$ cat config.mk
export PLATFORM = sky130hd
export DESIGN_NAME = rr_stream_mux_flat
export DESIGN_NICKNAME = d
export VERILOG_FILES = /design/src/rtl/mux_pkg.sv /design/src/rtl/rr_stream_mux_if.sv /design/src/rtl/rr_arbiter.sv /design/src/rtl/rr_stream_mux.sv /design/src/flat_wrapper.sv
export SDC_FILE = /design/constraint.sdc
export NUM_CORES = 1
export LEC_CHECK = 0
export CORE_AREA = 2 2 64 66
export DETAILED_ROUTE_END_ITERATION = 16
export DIE_AREA = 0 0 66 68
export PLACE_DENSITY = 0.82
export RECOVER_POWER = 100
export SETUP_SLACK_MARGIN = 0.15
export SYNTH_ARGS = -nofsm -noshare
export SYNTH_HDL_FRONTEND = slang
export SYNTH_SLANG_ARGS = --single-unit
$ cat constraint.sdc
create_clock -name clk -period 13.2 [get_ports clk]
set_input_delay 3.96 -clock clk [delete_from_list [all_inputs] [get_ports clk]]
set_output_delay 3.96 -clock clk [all_outputs]
set_load 0.02 [all_outputs]
$ cat src/rtl/mux_pkg.sv
// Shared types and helpers for the round-robin stream multiplexer.
package mux_pkg;

  localparam int unsigned N_CH_MIN = 2;
  localparam int unsigned N_CH_MAX = 16;

  typedef enum logic {
    IDLE   = 1'b0,
    LOCKED = 1'b1
  } state_t;

  // Next round-robin start position; wraps explicitly so non-power-of-two counts work.
  function automatic int unsigned rr_wrap_inc(input int unsigned idx, input int unsigned n);
    return (idx + 32'd1 >= n) ? 32'd0 : idx + 32'd1;
  endfunction

endpackage

$ cat src/rtl/rr_stream_mux_if.sv
// Producer-side and consumer-side handshake bundle for rr_stream_mux.
interface rr_stream_mux_if #(
  parameter int unsigned N_CH = 4,
  parameter int unsigned W    = 8
);
  localparam int unsigned SEL_W = $clog2(N_CH);

  logic [N_CH*W-1:0] in_data;
  logic [N_CH-1:0]   in_valid;
  logic [N_CH-1:0]   in_last;
  logic [N_CH-1:0]   in_ready;
  logic [W-1:0]      out_data;
  logic              out_last;
  logic [SEL_W-1:0]  out_sel;
  logic              out_valid;
  logic              out_ready;

  modport master (
    output in_data, in_valid, in_last, out_ready,
    input  in_ready, out_data, out_last, out_sel, out_valid
  );

  modport slave (
    input  in_data, in_valid, in_last, out_ready,
    output in_ready, out_data, out_last, out_sel, out_valid
  );

endinterface

$ cat src/rtl/rr_arbiter.sv
// Combinational round-robin pick: first requester at or after ptr, modulo N_CH.
module rr_arbiter #(
  parameter  int unsigned N_CH  = 4,
  localparam int unsigned SEL_W = $clog2(N_CH)
) (
  input  logic [N_CH-1:0]  req,
  input  logic [SEL_W-1:0] ptr,
  output logic [N_CH-1:0]  grant_c,
  output logic [SEL_W-1:0] idx_c,
  output logic             found_c
);

  always_comb begin : scan
    int unsigned c;
    c       = 32'd0;
    grant_c = '0;
    idx_c   = '0;
    found_c = 1'b0;
    for (int unsigned k = 0; k < N_CH; k++) begin
      c = 32'(ptr) + k;
      if (c >= N_CH) c = c - N_CH;
      if (!found_c && req[SEL_W'(c)]) begin
        grant_c[SEL_W'(c)] = 1'b1;
        idx_c              = SEL_W'(c);
        found_c            = 1'b1;
      end
    end
  end

endmodule

$ cat src/rtl/rr_stream_mux.sv
// N_CH-to-1 packet multiplexer: packet-locked round-robin or fixed select, registered output.
module rr_stream_mux
  import mux_pkg::*;
#(
  parameter  int unsigned N_CH  = 4,
  parameter  int unsigned W     = 8,
  localparam int unsigned SEL_W = $clog2(N_CH)
) (
  input  logic             clk,
  input  logic             rst_n,
  rr_stream_mux_if.slave   bus,
  input  logic             mode,
  input  logic [SEL_W-1:0] fix_sel
);

  state_t           state_q, state_d;
  logic [SEL_W-1:0] rr_ptr_q, rr_ptr_d;
  logic [SEL_W-1:0] lock_ch_q, lock_ch_d;
  logic             lock_fix_q, lock_fix_d;
  logic [W-1:0]     data_q, data_d;
  logic             last_q, last_d;
  logic [SEL_W-1:0] sel_q, sel_d;
  logic             valid_q, valid_d;

  logic [N_CH-1:0]  arb_grant;
  logic [SEL_W-1:0] arb_idx;
  logic             arb_found;

  logic [N_CH-1:0]  grant_c;
  logic [SEL_W-1:0] gidx_c;
  logic             load_en_c;
  logic             xfer_c;
  logic             fix_ok_c;
  logic             pkt_fix_c;
  logic [W-1:0]     beat_data_c;
  logic             beat_last_c;

  rr_arbiter #(.N_CH(N_CH)) u_arb (
    .req     (bus.in_valid),
    .ptr     (rr_ptr_q),
    .grant_c (arb_grant),
    .idx_c   (arb_idx),
    .found_c (arb_found)
  );

  // Grant selection, output-register load and packet-lock FSM.
  always_comb begin
    state_d     = state_q;
    rr_ptr_d    = rr_ptr_q;
    lock_ch_d   = lock_ch_q;
    lock_fix_d  = lock_fix_q;
    data_d      = data_q;
    last_d      = last_q;
    sel_d       = sel_q;
    valid_d     = valid_q;
    grant_c     = '0;
    gidx_c      = '0;
    beat_data_c = '0;
    beat_last_c = 1'b0;

    load_en_c = !valid_q || bus.out_ready;
    fix_ok_c  = {1'b0, fix_sel} < (SEL_W+1)'(N_CH);

    case (state_q)
      IDLE: begin
        if (!mode) begin
          if (arb_found) begin
            grant_c = arb_grant;
            gidx_c  = arb_idx;
          end
        end else if (fix_ok_c && bus.in_valid[fix_sel]) begin
          grant_c[fix_sel] = 1'b1;
          gidx_c           = fix_sel;
        end
      end
      LOCKED: begin
        grant_c[lock_ch_q] = bus.in_valid[lock_ch_q];
        gidx_c             = lock_ch_q;
      end
      default: ;
    endcase

    xfer_c = load_en_c && (grant_c != '0);

    for (int i = 0; i < int'(N_CH); i++) begin
      if (gidx_c == SEL_W'(i)) begin
        beat_data_c = bus.in_data[i*W +: W];
        beat_last_c = bus.in_last[i];
      end
    end

    // The mode seen at the packet's first beat decides whether its completion advances rr_ptr.
    pkt_fix_c = (state_q == LOCKED) ? lock_fix_q : mode;

    if (load_en_c) begin
      valid_d = xfer_c;
      if (xfer_c) begin
        data_d = beat_data_c;
        last_d = beat_last_c;
        sel_d  = gidx_c;
      end
    end

    if (xfer_c) begin
      if (beat_last_c) begin
        state_d = IDLE;
        if (!pkt_fix_c) rr_ptr_d = SEL_W'(rr_wrap_inc(32'(gidx_c), N_CH));
      end else begin
        state_d    = LOCKED;
        lock_ch_d  = gidx_c;
        lock_fix_d = pkt_fix_c;
      end
    end
  end

  always_ff @(posedge clk or negedge rst_n) begin
    if (!rst_n) begin
      state_q    <= IDLE;
      rr_ptr_q   <= '0;
      lock_ch_q  <= '0;
      lock_fix_q <= 1'b0;
      data_q     <= '0;
      last_q     <= 1'b0;
      sel_q      <= '0;
      valid_q    <= 1'b0;
    end else begin
      state_q    <= state_d;
      rr_ptr_q   <= rr_ptr_d;
      lock_ch_q  <= lock_ch_d;
      lock_fix_q <= lock_fix_d;
      data_q     <= data_d;
      last_q     <= last_d;
      sel_q      <= sel_d;
      valid_q    <= valid_d;
    end
  end

  assign bus.in_ready  = load_en_c ? grant_c : '0;
  assign bus.out_data  = data_q;
  assign bus.out_last  = last_q;
  assign bus.out_sel   = sel_q;
  assign bus.out_valid = valid_q;

endmodule

$ cat src/flat_wrapper.sv
// flat-port wrapper written by rule: the top's interface ports become plain ports
module rr_stream_mux_flat import mux_pkg::*;
#(
  parameter  int unsigned N_CH  = 4,
  parameter  int unsigned W     = 8,
  localparam int unsigned SEL_W = $clog2(N_CH)
)
  (clk, rst_n, mode, fix_sel, bus_in_data, bus_in_valid, bus_in_last, bus_out_ready, bus_in_ready, bus_out_data, bus_out_last, bus_out_sel, bus_out_valid);
  rr_stream_mux_if #(.N_CH(N_CH), .W(W)) bus_i ();
  input  logic clk;
  input  logic rst_n;
  input  logic mode;
  input  logic [SEL_W-1:0] fix_sel;
  input wire logic [$bits(bus_i.in_data)-1:0] bus_in_data;
  input wire logic [$bits(bus_i.in_valid)-1:0] bus_in_valid;
  input wire logic [$bits(bus_i.in_last)-1:0] bus_in_last;
  input wire logic [$bits(bus_i.out_ready)-1:0] bus_out_ready;
  output wire logic [$bits(bus_i.in_ready)-1:0] bus_in_ready;
  output wire logic [$bits(bus_i.out_data)-1:0] bus_out_data;
  output wire logic [$bits(bus_i.out_last)-1:0] bus_out_last;
  output wire logic [$bits(bus_i.out_sel)-1:0] bus_out_sel;
  output wire logic [$bits(bus_i.out_valid)-1:0] bus_out_valid;
  assign bus_i.in_data = bus_in_data;
  assign bus_i.in_valid = bus_in_valid;
  assign bus_i.in_last = bus_in_last;
  assign bus_i.out_ready = bus_out_ready;
  assign bus_in_ready = bus_i.in_ready;
  assign bus_out_data = bus_i.out_data;
  assign bus_out_last = bus_i.out_last;
  assign bus_out_sel = bus_i.out_sel;
  assign bus_out_valid = bus_i.out_valid;
  rr_stream_mux #(.N_CH(N_CH), .W(W)) u_core (.clk(clk), .rst_n(rst_n), .bus(bus_i), .mode(mode), .fix_sel(fix_sel));
endmodule
* After elaboration in Yosys (flattened, before gate mapping)
Index checks and enable logic that the tools add are counted.
Widths: inputs -> output; s select.
** Operators by class
- Divide/modulo/power cells :: 0
- Equality and inequality tests :: 3
- Bitwise gates (word level) :: 7
- Shift-type cells :: 0
- $mul :: 0
- Multiplexer cells :: 60
- Reduce and logical (&&, ||, !) cells :: 20
- Order comparisons :: 17
- $add $sub $neg :: 8
** Operator list (count)
- $mux 4 :: 8
- $mux 8 :: 4
- $mux 2 :: 12
- $mux 1 :: 22
- $lt 2x3->1 const B :: 6
- $bmux 1 s2 :: 6
- $demux 1 s2 :: 6
- $ge 2x1->1 const B :: 6
- $ge 3x3->1 const B :: 4
- $or 4x4->4 :: 3
- $logic_and 1x1->1 :: 10
- $pmux 4 s2 :: 1
- $sub 2x1->2 const B :: 4
- $add 2x1->3 const B :: 2
- $add 2x2->3 const B :: 2
- $and 4x4->4 :: 1
- $eq 2x2->1 const B :: 2
- $logic_not 1->1 :: 4
- $pmux 2 s2 :: 1
- $reduce_and 2->1 :: 2
- $reduce_bool 4->1 :: 1
- $ge 2x3->1 const B :: 1
- $not 1->1 :: 3
- $reduce_and 3->1 :: 1
- other kinds (3) :: 3
** Word-level totals
- Bits in registers :: 18
- Bits of input ports :: 46
- Bits in latches :: 0
- Memory bits (writable) :: 0
- Output and inout port bits :: 16
- Logic and storage cells :: 123
- Memory bits (read-only) :: 0
- Memories kept :: 0

* Depth between registers and ports, before layout
Gate-level depths: netlist of run 1.
- Depth after elaboration :: 24
- Mapped depth :: 16
- Gate-level depth less buffers :: 14

* Modules after synthesis
A second synthesis of run 1 with hierarchy kept.
** Second synthesis, totals
- Cell total of the unflattened synthesis :: 185
- Area, all modules :: 1689.1 um^2
** By module, submodules not included
- rr_stream_mux :: cells an instance 140, times used 1, area each 1267.5 um^2
- rr_arbiter :: cells an instance 45, times used 1, area each 421.7 um^2

* Worst setup path before layout of run 1
OpenSTA, ideal clock, no wires.
- Path kind :: input to output
- Start point :: input port bus_in_valid[2]
- End point :: output port bus_in_ready[2]
- Arrival :: 5.469 ns
- Path buffers :: 1
- Setup slack :: 3.771 ns
- Stages on the path :: 6
- Data required time :: 9.240 ns
- Cells stage by stage :: clkbuf_1 > mux4_1 > nor2b_2 > a311o_1 > o21ai_1 > nor2_1
** Between the ends
- Cells in the longest elaborated chain, start to end :: 16
- Elaborated cells on any way between the ends :: 35
** Ends and longest elaborated chain
- start: declaration :: line flat_wrapper.sv:15 : input wire logic [$bits(bus_i.in_valid)-1:0] bus_in_valid;
- $bmux 1 s2 :: line rr_arbiter.sv:22 : if (!found_c && req[SEL_W'(c)]) begin
- $mux 1 (implied by the code) :: line rr_arbiter.sv:22
- $mux 1 :: line rr_arbiter.sv:22
- $logic_not 1->1 :: line rr_arbiter.sv:22
- $logic_and 1x1->1 :: line rr_arbiter.sv:22
- $mux 1 :: line rr_arbiter.sv:22
- $logic_not 1->1 :: line rr_arbiter.sv:22
- $logic_and 1x1->1 :: line rr_arbiter.sv:22
- $mux 1 :: line rr_arbiter.sv:22
- $logic_not 1->1 :: line rr_arbiter.sv:22
- $logic_and 1x1->1 :: line rr_arbiter.sv:22
- $mux 4 / $mux 1 (equally long branches) :: line rr_arbiter.sv:22
- $mux 4 :: line rr_stream_mux.sv:67 : if (arb_found) begin
- $mux 4 :: line rr_stream_mux.sv:66 : if (!mode) begin
- $pmux 4 s2 * :: line rr_stream_mux.sv:64 : case (state_q)
- $mux 4 * :: line rr_stream_mux.sv:138 : assign bus.in_ready = load_en_c ? grant_c : '0;
- end: declaration :: line flat_wrapper.sv:18 : output wire logic [$bits(bus_i.in_ready)-1:0] bus_in_ready;
Every way passes the cells marked *; elsewhere a longest branch is shown, timed or not. The select of a mux whose other input is x is not followed.

* Worst setup path after layout of run 1
- Start point :: input port bus_in_valid[3]
- End point :: output port bus_in_ready[3]
Same word-level chain as after synthesis.

==> run metrics, run 1 <==
Clk pin slew, worst setup/hold paths 70 ps; final net count 309; antenna-violating nets left 0; Detailed Route WL 4780 um; headroom to the max-slew limit 28.7%; ANT cells 0; layout cell share with drive strength beyond 1 8.37%; Setup Slack @ Placement 2570 ps; Post-Syn Instances 201; r2r setup slk 7550 ps; First-pass DRT Iterations 5; row cnt 23; register area share after synthesis 25.5%; syn_nets 258; half-perimeter wire length after placement 3710 um; Pins Over Slew Limit 0; total CTS buffers 3; leading post-synthesis cells by cell area dfrtp_1 (26%), ha_1 (7.8%), nor2_1 (4.9%); synthesized area 1760 um^2; largest net degree at the start of global routing 27; fraction of the cycle the final worst path needs 82.7%; DRC violation count after routing 0; CTS sink count 18; number of failing hold endpoints at the final stage 0; Worst IR Drop VDD 0.000142 V; post-CTS sizing 0; RSZ-0062 raised after global routing no; Worst Path Arrival 6950 ps; Crit. End Element output port; Sequential cell area 450 um^2; Critical Path Fanout Max 11; Crit Path Category in -> out; vias in the first global route 1577; Max-cap violations 0; multi-input logic area 1170 um^2; Final Cell Area 2380 um^2; count of flip-flops with a built-in enable after synthesis 0; cell taking the most area after synthesis dfrtp_1; commonest non-fill, non-tap cells in the layout clkdlybuf4s50_1 (43), nor2_1 (23), nand2_1 (19); initial antenna violation count 0; global route overflow 0; Main synth FF type dfrtp_1; Area after DPL 2360 um^2; crit path time final 10910 ps; Clk Latency, worst-skew pair 250 ps; commonest non-fill, non-tap cell in the layout clkdlybuf4s50_1; Setup crit start kind input port; total core area 3860 um^2; CTS Hold Bufs 0; FF+latch count, synth 18; area fraction of the dominant cell type after synthesis 25.5%; synth-to-layout area growth 35.0%; Synth Area per Inst 8.78 um^2; max frequency 91.6 MHz; Die Y 68 um; Slew @ Worst Pin 1040 ps; vias per cell 5.84; Setup Fix Bufs, Post-CTS 0; count of input and output buffers 61; die width 66 um; total die area 4490 um^2; Root Driver clkbuf_8; Vias 1758; Setup TNS Final 0 ps; H-tree depth 1; Synth cell types 51; leakage 0.000976 uW; Initial Util 45.7%; GRT Total Usage 21.5%; Worst Setup Slack, final 2290 ps; filler instances 329; CTS tree done; RD Place Congestion 0.994; io pins 62; launch point of the worst path bus_in_valid[3]; Clock Path Buffers 2; FF-to-FF Start u_core.rr_ptr_q[0]; hold slack final 470 ps; Hold Crit Start u_core.bus.out_data[4]; Pwr Density 242 nW/um^2; Min-Delay Path Class reg -> reg; Req. time, crit path 9240 ps; first-pass GRT wire length 7560 um; ys async rst share 100%; YS warnings 0; Setup Skew 0.705 ps; DR iter-0 viols 207; Setup Viol. Count Final 0; WL/cell 15.9 um; status completed
==> layout make-up <==
cell class	instances	share of cell area, %
Timing Repair Buffer	61	25.6
Clock buffer	4	2.31
Tap cell	50	2.63
Sequential cell	18	18.9
Multi-Input combinational cell	159	49.1
Inverter	9	1.42
==> metal layers <==
| layer | global-route usage, % | part of all wire, % |
|---|---|---|
| met2 | 34.2 | 51 |
| met4 | 3.57 | 0.36 |
| met3 | 4.28 | 6.0 |
| met1 | 30.8 | 43 |
| met5 | 0 | 0 |
==> final timing paths <==
check                                               to  cells past startpoint
worst max-delay path                   bus_in_ready[3]                      7
worst min-delay path            u_core.bus.out_data[4]                      2
worst max register to register      u_core.rr_ptr_q[1]                     13
worst min register to register  u_core.bus.out_data[4]                      2
max in group asynchronous       u_core.bus.out_data[5]                      1
min in group asynchronous               u_core.state_q                      1
==> state kept, by name (all words and copies together) (netlist names) <==
name,count
u_core.bus.out_data,8
u_core.bus.out_last,1
u_core.bus.out_sel,2
u_core.bus.out_valid,1
u_core.lock_ch_q,2
u_core.lock_fix_q,1
u_core.rr_ptr_q,2
u_core.state_q,1
==> through the flow <==
step                      total power, uW  std cells  util (%)
after floorplan                       439        201         -
after global placement                549        297      61.3
after detailed placement              556        297      61.3
after CTS                             602        301      62.7
after global routing                  626        301      61.8
final                                 577        301      61.8
==> critical path, stage by stage <==
cell	delay (ps)
dlygate4sd3_1	680
mux2_1	430
mux2i_1	670
a31o_2	270
o221ai_1	160
nor2_1	110
dlygate4sd3_1	670
==> Yosys cell counts, types with 2 or more instances <==
library cell and instances:
a22oi_1 2, a31oi_1 3, and2_1 2, ha_1 11, inv_1 8, a21boi_0 2
o211ai_1 5, nor2_1 23, mux2_4 2, nand2b_1 2, or2_2 2, o21ai_1 2
mux2i_1 6, o21ai_0 7, buf_2 5, nand3_1 3, o22ai_1 8, buf_1 3
dfrtp_1 18, a221oi_1 9, clkbuf_1 5, nor3_1 2, o31ai_1 9, a41o_1 2
nand2_1 19, a21oi_1 7, mux4_2 2, nor2b_1 3, mux2_2 7
==> cells by family (layout without fill, tap and decap cells) <==
logic type / after synthesis / in the layout / share of synthesized area, %
AO/OA/AOI/OAI: 67 / 67 / 30.4
adder cells (fa/ha/maj): 11 / 11 / 7.80
buffers and inverters: 24 / 74 / 6.10
flip-flops: 18 / 18 / 25.5
multiplexers: 18 / 18 / 13.6
AND/OR/NAND/NOR: 63 / 63 / 16.6
==> where the power goes <==
group	total [uW]	internal [uW]	switching (uW)	leakage (uW)
Combinational	417	181	236	0.000728
Sequential	116	82.9	33.4	0.000219
Clock	44.2	26.5	17.7	0.0000288
(Power assumes the default switching activity.)
==> inputs of run 2 (changes only) <==
--- a/config.mk
+++ b/config.mk
@@ -5,10 +5,10 @@
 export SDC_FILE = /design/constraint.sdc
 export NUM_CORES = 1
 export LEC_CHECK = 0
-export CORE_AREA = 2 2 64 66
+export CORE_AREA = 2 2 65 67
 export DETAILED_ROUTE_END_ITERATION = 16
-export DIE_AREA = 0 0 66 68
-export PLACE_DENSITY = 0.82
+export DIE_AREA = 0 0 67 69
+export PLACE_DENSITY = 0.8
 export RECOVER_POWER = 100
 export SETUP_SLACK_MARGIN = 0.15
 export SYNTH_ARGS = -nofsm -noshare
==> constraint.sdc (replaced) <==
create_clock -name clk -period 10.4 [get_ports clk]
set_input_delay 3.12 -clock clk [delete_from_list [all_inputs] [get_ports clk]]
set_output_delay 3.12 -clock clk [all_outputs]
set_load 0.02 [all_outputs]
==> run metrics, run 2 (synthesized netlist as in run 1, its figures left out) <==
max frequency 109 MHz; count of input and output buffers 61 (unchanged); Initial Util 45.1% (-0.67 points); DR iter-0 viols 141 (-32%); commonest non-fill, non-tap cell in the layout clkdlybuf4s50_1; Crit Path Category in -> out; status completed; Setup crit start kind input port; largest net degree at the start of global routing 27 (unchanged); Clk Latency, worst-skew pair 260 ps (about the same); DRC violation count after routing 0 (unchanged); Worst IR Drop VDD 0.000141 V (-0.45%); headroom to the max-slew limit 28.2% (-0.43 points); initial antenna violation count 0 (unchanged); fraction of the cycle the final worst path needs 88.4%; Vias 1761 (+0.17%); total core area 3910 um^2 (+1.5%); Min-Delay Path Class reg -> reg; vias in the first global route 1632 (+3.5%); half-perimeter wire length after placement 3900 um (+5.1%); global route overflow 0 (unchanged); First-pass DRT Iterations 4 (-1); FF-to-FF Start u_core.rr_ptr_q[0]; Req. time, crit path 7280 ps (-1960 ps); Detailed Route WL 5020 um (+5.1%); vias per cell 5.85 (+0.17%); Clk pin slew, worst setup/hold paths 70 ps (about the same); synth-to-layout area growth 35.0% (unchanged); Max-cap violations 0 (unchanged); commonest non-fill, non-tap cells in the layout clkdlybuf4s50_1 (43), nor2_1 (23), nand2_1 (19); M3 GR Usage 4.08% (-0.20 points); RSZ-0062 raised after global routing no; GRT Total Usage 23.0% (+1.5 points); Setup Fix Bufs, Post-CTS 0 (unchanged); total CTS buffers 3 (unchanged); antenna-violating nets left 0 (unchanged); Core Util, Final 60.9% (-0.91 points); Reg2Reg Depth 13 (unchanged); busiest grt layer met2; Root Driver clkbuf_8; Worst R2R End u_core.rr_ptr_q[1]; post-CTS sizing 0 (unchanged); die width 67 um (+1.5%); met2 GRT Util 36.0% (+1.8 points); Setup Viol. Count Final 0 (unchanged); r2r setup slk 4680 ps (-2870 ps); RD Place Congestion 0.942 (-5.2%); Worst Setup EP bus_in_ready[3]; Critical Path Fanout Max 11 (unchanged); Worst Path Arrival 6070 ps (-880 ps); met1 Usage GRT 31.7% (+0.87 points); Pins Over Slew Limit 0 (unchanged); row cnt 23 (unchanged); number of failing hold endpoints at the final stage 0 (unchanged); layout cell share with drive strength beyond 1 8.37% (unchanged); total die area 4620 um^2 (+3.0%); leakage 0.000976 uW (unchanged); WL/cell 16.7 um (+5.1%); Die Y 69 um (+1.5%); Clock Path Buffers 2 (unchanged); launch point of the worst path bus_in_valid[3]; Pwr Density 311 nW/um^2 (+28%); CTS sink count 18 (unchanged); max reg flops 8 (unchanged); ANT cells 0 (unchanged); io pins 62 (unchanged); H-tree depth 1 (unchanged); Setup TNS Final 0 ps (unchanged); Setup Skew 1.89 ps (+1.18 ps); Crit. End Element output port; crit path time final 9190 ps; CTS tree done; first-pass GRT wire length 8200 um (+8.4%); Slew @ Worst Pin 1050 ps (+6.26 ps); final net count 309 (unchanged); CTS Hold Bufs 0 (unchanged)
==> run 2: per-layer routing <==
metal  routed length [um]  share of wire [%]  vias to the layer above
met5                    0                  0                        -
met4                   74                1.5                        0
met3                  282                5.6                        7
met2                 2460                 49                       56
met1                 2210                 44                      838
li1                     -                  -                      860
==> run 2: worst min-delay path by stage <==
stage / start / end / slack [ps] / cells after the start
after floorplan: u_core.lock_fix_q / u_core.lock_fix_q / 540 / 1
after global placement: u_core.bus.out_last / u_core.bus.out_last / 460 / 2
after detailed placement: u_core.bus.out_data[4] / u_core.bus.out_data[4] / 470 / 2
after CTS: u_core.bus.out_data[4] / u_core.bus.out_data[4] / 490 / 2
after global routing: u_core.bus.out_data[3] / u_core.bus.out_data[3] / 500 / 2
final: u_core.bus.out_data[4] / u_core.bus.out_data[4] / 470 / 2
==> run 2: layout make-up <==
type | instances | area, um^2
fillers | 365 | 1530
inverters | 9 | 33.8
multi-input cells | 159 | 1170
flip-flops and latches | 18 | 450
well taps | 50 | 62.6
clock buffers | 4 | 55.1
repair buffers | 61 | 611
==> run 2: report_power, final <==
| part | total, uW | switching (uW) | internal (uW) |
|---|---|---|---|
| Clock | 60.3 | 26.5 | 33.8 |
| Sequential | 147 | 41.6 | 105 |
| Combinational | 534 | 305 | 230 |
| Total | 741 | 373 | 369 |
==> run 2: worst max-delay path, cell delays in order <==
cell and delay, ps:
dlygate4sd3_1 680, mux2_1 410, mux2i_1 630, nor2_1 90
a31oi_1 190, o221ai_1 170, nor2_1 110, dlygate4sd3_1 670
==> run 2: metrics by stage <==
step / instances / hold WS (ps) / setup slack, ps / total power, uW / instance area, um^2
finish: 301 / 474 / 1210 / 741 / 2380
global route: 301 / 501 / 987 / 802 / 2380
CTS: 301 / 487 / 1480 / 767 / 2420
detailed placement: 297 / 470 / 1480 / 706 / 2360
global placement: 297 / 461 / 1570 / 693 / 2360
floorplan: 201 / 544 / 2650 / 557 / 1760
==> inputs of run 3 (changes only) <==
--- a/config.mk
+++ b/config.mk
@@ -8,6 +8,8 @@
 export CORE_AREA = 2 2 65 67
 export DETAILED_ROUTE_END_ITERATION = 16
 export DIE_AREA = 0 0 67 69
+export GPL_ROUTABILITY_DRIVEN = 0
+export GPL_TIMING_DRIVEN = 0
 export PLACE_DENSITY = 0.8
 export RECOVER_POWER = 100
 export SETUP_SLACK_MARGIN = 0.15
==> run metrics, run 3 (synthesized netlist as in run 1, its figures left out) <==
status completed; Clock Path Buffers 2 (unchanged); Clk Latency, worst-skew pair 250 ps (about the same); Req. time, crit path 7280 ps (about the same); antenna-violating nets left 0 (unchanged); first-pass GRT wire length 8400 um (+2.5%); global route overflow 0 (unchanged); post-CTS sizing 0 (unchanged); Setup TNS Final 0 ps (unchanged); synth-to-layout area growth 36.2%; Final Cell Area 2400 um^2 (+0.89%); crit path time final 9230 ps (+42.0 ps); Pwr Density 312 nW/um^2 (+0.23%); max reg flops 8 (unchanged); layout cell share with drive strength beyond 1 8.78% (+0.41 points); Worst Path Arrival 6110 ps (+40 ps); commonest non-fill, non-tap cell in the layout clkdlybuf4s50_1; Max-cap violations 0 (unchanged); H-tree depth 1 (unchanged); total die area 4620 um^2 (unchanged); Clk pin slew, worst setup/hold paths 60 ps (about the same); WL/cell 16.0 um (-4.2%); Pins Over Slew Limit 0 (unchanged); ANT cells 0 (unchanged); Die Y 69 um (unchanged); total power 750 uW (+1.1%); DR iter-0 viols 122 (-13%); Core Util, Final 61.4% (+0.54 points); leakage 0.000990 uW (+1.5%); commonest non-fill, non-tap cells in the layout clkdlybuf4s50_1 (39), nor2_1 (23), nand2_1 (19); largest net degree at the start of global routing 19 (-30%); half-perimeter wire length after placement 3940 um (+1.0%); io pins 62 (unchanged); total CTS buffers 3 (unchanged); Crit Path Category in -> out; Root Driver clkbuf_8; Reg2Reg Depth 14 (+1); Min-Delay Path Class reg -> reg; number of failing hold endpoints at the final stage 0 (unchanged); Vias 1783 (+1.2%); die width 67 um (unchanged); First-pass DRT Iterations 4 (unchanged); Setup Skew 6.09 ps (+4.21 ps); CTS sink count 18 (unchanged); Worst IR Drop VDD 0.000159 V (+12%); Setup Fix Bufs, Post-CTS 0 (unchanged); Initial Util 45.1% (unchanged); headroom to the max-slew limit 38.2% (+10 points); Setup Viol. Count Final 0 (unchanged); Area after DPL 2400 um^2 (+1.4%); Detailed Route WL 4990 um (-0.74%); initial antenna violation count 0 (unchanged); hold depth 2 (unchanged); Setup crit start kind input port; GRT Total Usage 23.1% (+0.13 points); CTS tree done; Critical Path Fanout Max 10 (-1); RSZ-0062 raised after global routing no; vias per cell 5.71 (-2.3%); fraction of the cycle the final worst path needs 88.8% (+0.40 points); slowest stage cell, crit path dlygate4sd3_1; count of input and output buffers 57 (-6.6%); crit path cell chain dlygate4sd3_1 -> clkbuf_1 -> mux4_1 -> nor2b_2 -> a221oi_1 -> nor2_1 -> a211oi_1 -> nor2_1 -> dlygate4sd3_1; vias in the first global route 1751 (+7.3%); total core area 3910 um^2 (unchanged); max frequency 108 MHz (-0.45%); Slew @ Worst Pin 903 ps (-146 ps); DRC violation count after routing 0 (unchanged); final net count 320 (+3.6%); Crit. End Element output port; row cnt 23 (unchanged); final non-filler cell total 312 (+3.7%); Placed Instances 308 (+3.7%); CTS Hold Bufs 0 (unchanged); max incr delay on CP 660 ps (-20 ps)
## run 3: changes by cell type in the layout (fill, tap and decap cells not counted), sizes merged
cell,previous run,this run
clkdlybuf4s50,43,39
buf,0,5
clkbuf,4,14
## run 3: final timing paths
check                                       startpoint                      to  slack [ps]
worst max-delay path                   bus_in_valid[3]         bus_in_ready[1]        1170
worst min-delay path            u_core.bus.out_data[7]  u_core.bus.out_data[7]         470
worst max register to register      u_core.rr_ptr_q[0]      u_core.rr_ptr_q[1]        5040
worst min register to register  u_core.bus.out_data[7]  u_core.bus.out_data[7]         470
max in group asynchronous                        rst_n  u_core.bus.out_data[7]        6490
min in group asynchronous                        rst_n       u_core.lock_fix_q        3400
## run 3: final cells by class
cell class	count	area (um^2)
plain buffers	15	66.3
flip-flops and latches	18	450
clock buffers	4	55.1
multi-input cells	159	1160
inverters	9	33.8
fillers	360	1510
repair buffers	57	571
well taps	50	62.6
## run 3: power by group
group          internal [uW]  switching [uW]  total (uW)
logic                    240             324         564
registers                106            23.6         129
clock network           33.6            22.8        56.4
## run 3: routing by layer
metal  share of wire, %  global-route usage [%]  vias to the layer above
met2                 50                    37.6                       46
met4               0.78                    4.31                        0
met5                  0                       0                        -
met3                3.5                    4.24                        4
met1                 45                    31.8                      847
li1                   -                       -                      886
## run 3: critical path, delay by kind of cell
| family | cells | cell delay, ps |
|---|---|---|
| compound gates | 2 | 650 |
| mux | 1 | 580 |
| simple gates | 3 | 350 |
| buf+inv | 3 | 1420 |
## run 3: per-stage QoR
stage | hold slack (ps) | setup slack (ps)
2_1_floorplan | 544 | 2650
3_3_place_gp | 460 | 1620
3_5_place_dp | 465 | 1610
4_1_cts | 481 | 1600
5_1_grt | 500 | 919
6_report | 471 | 1170
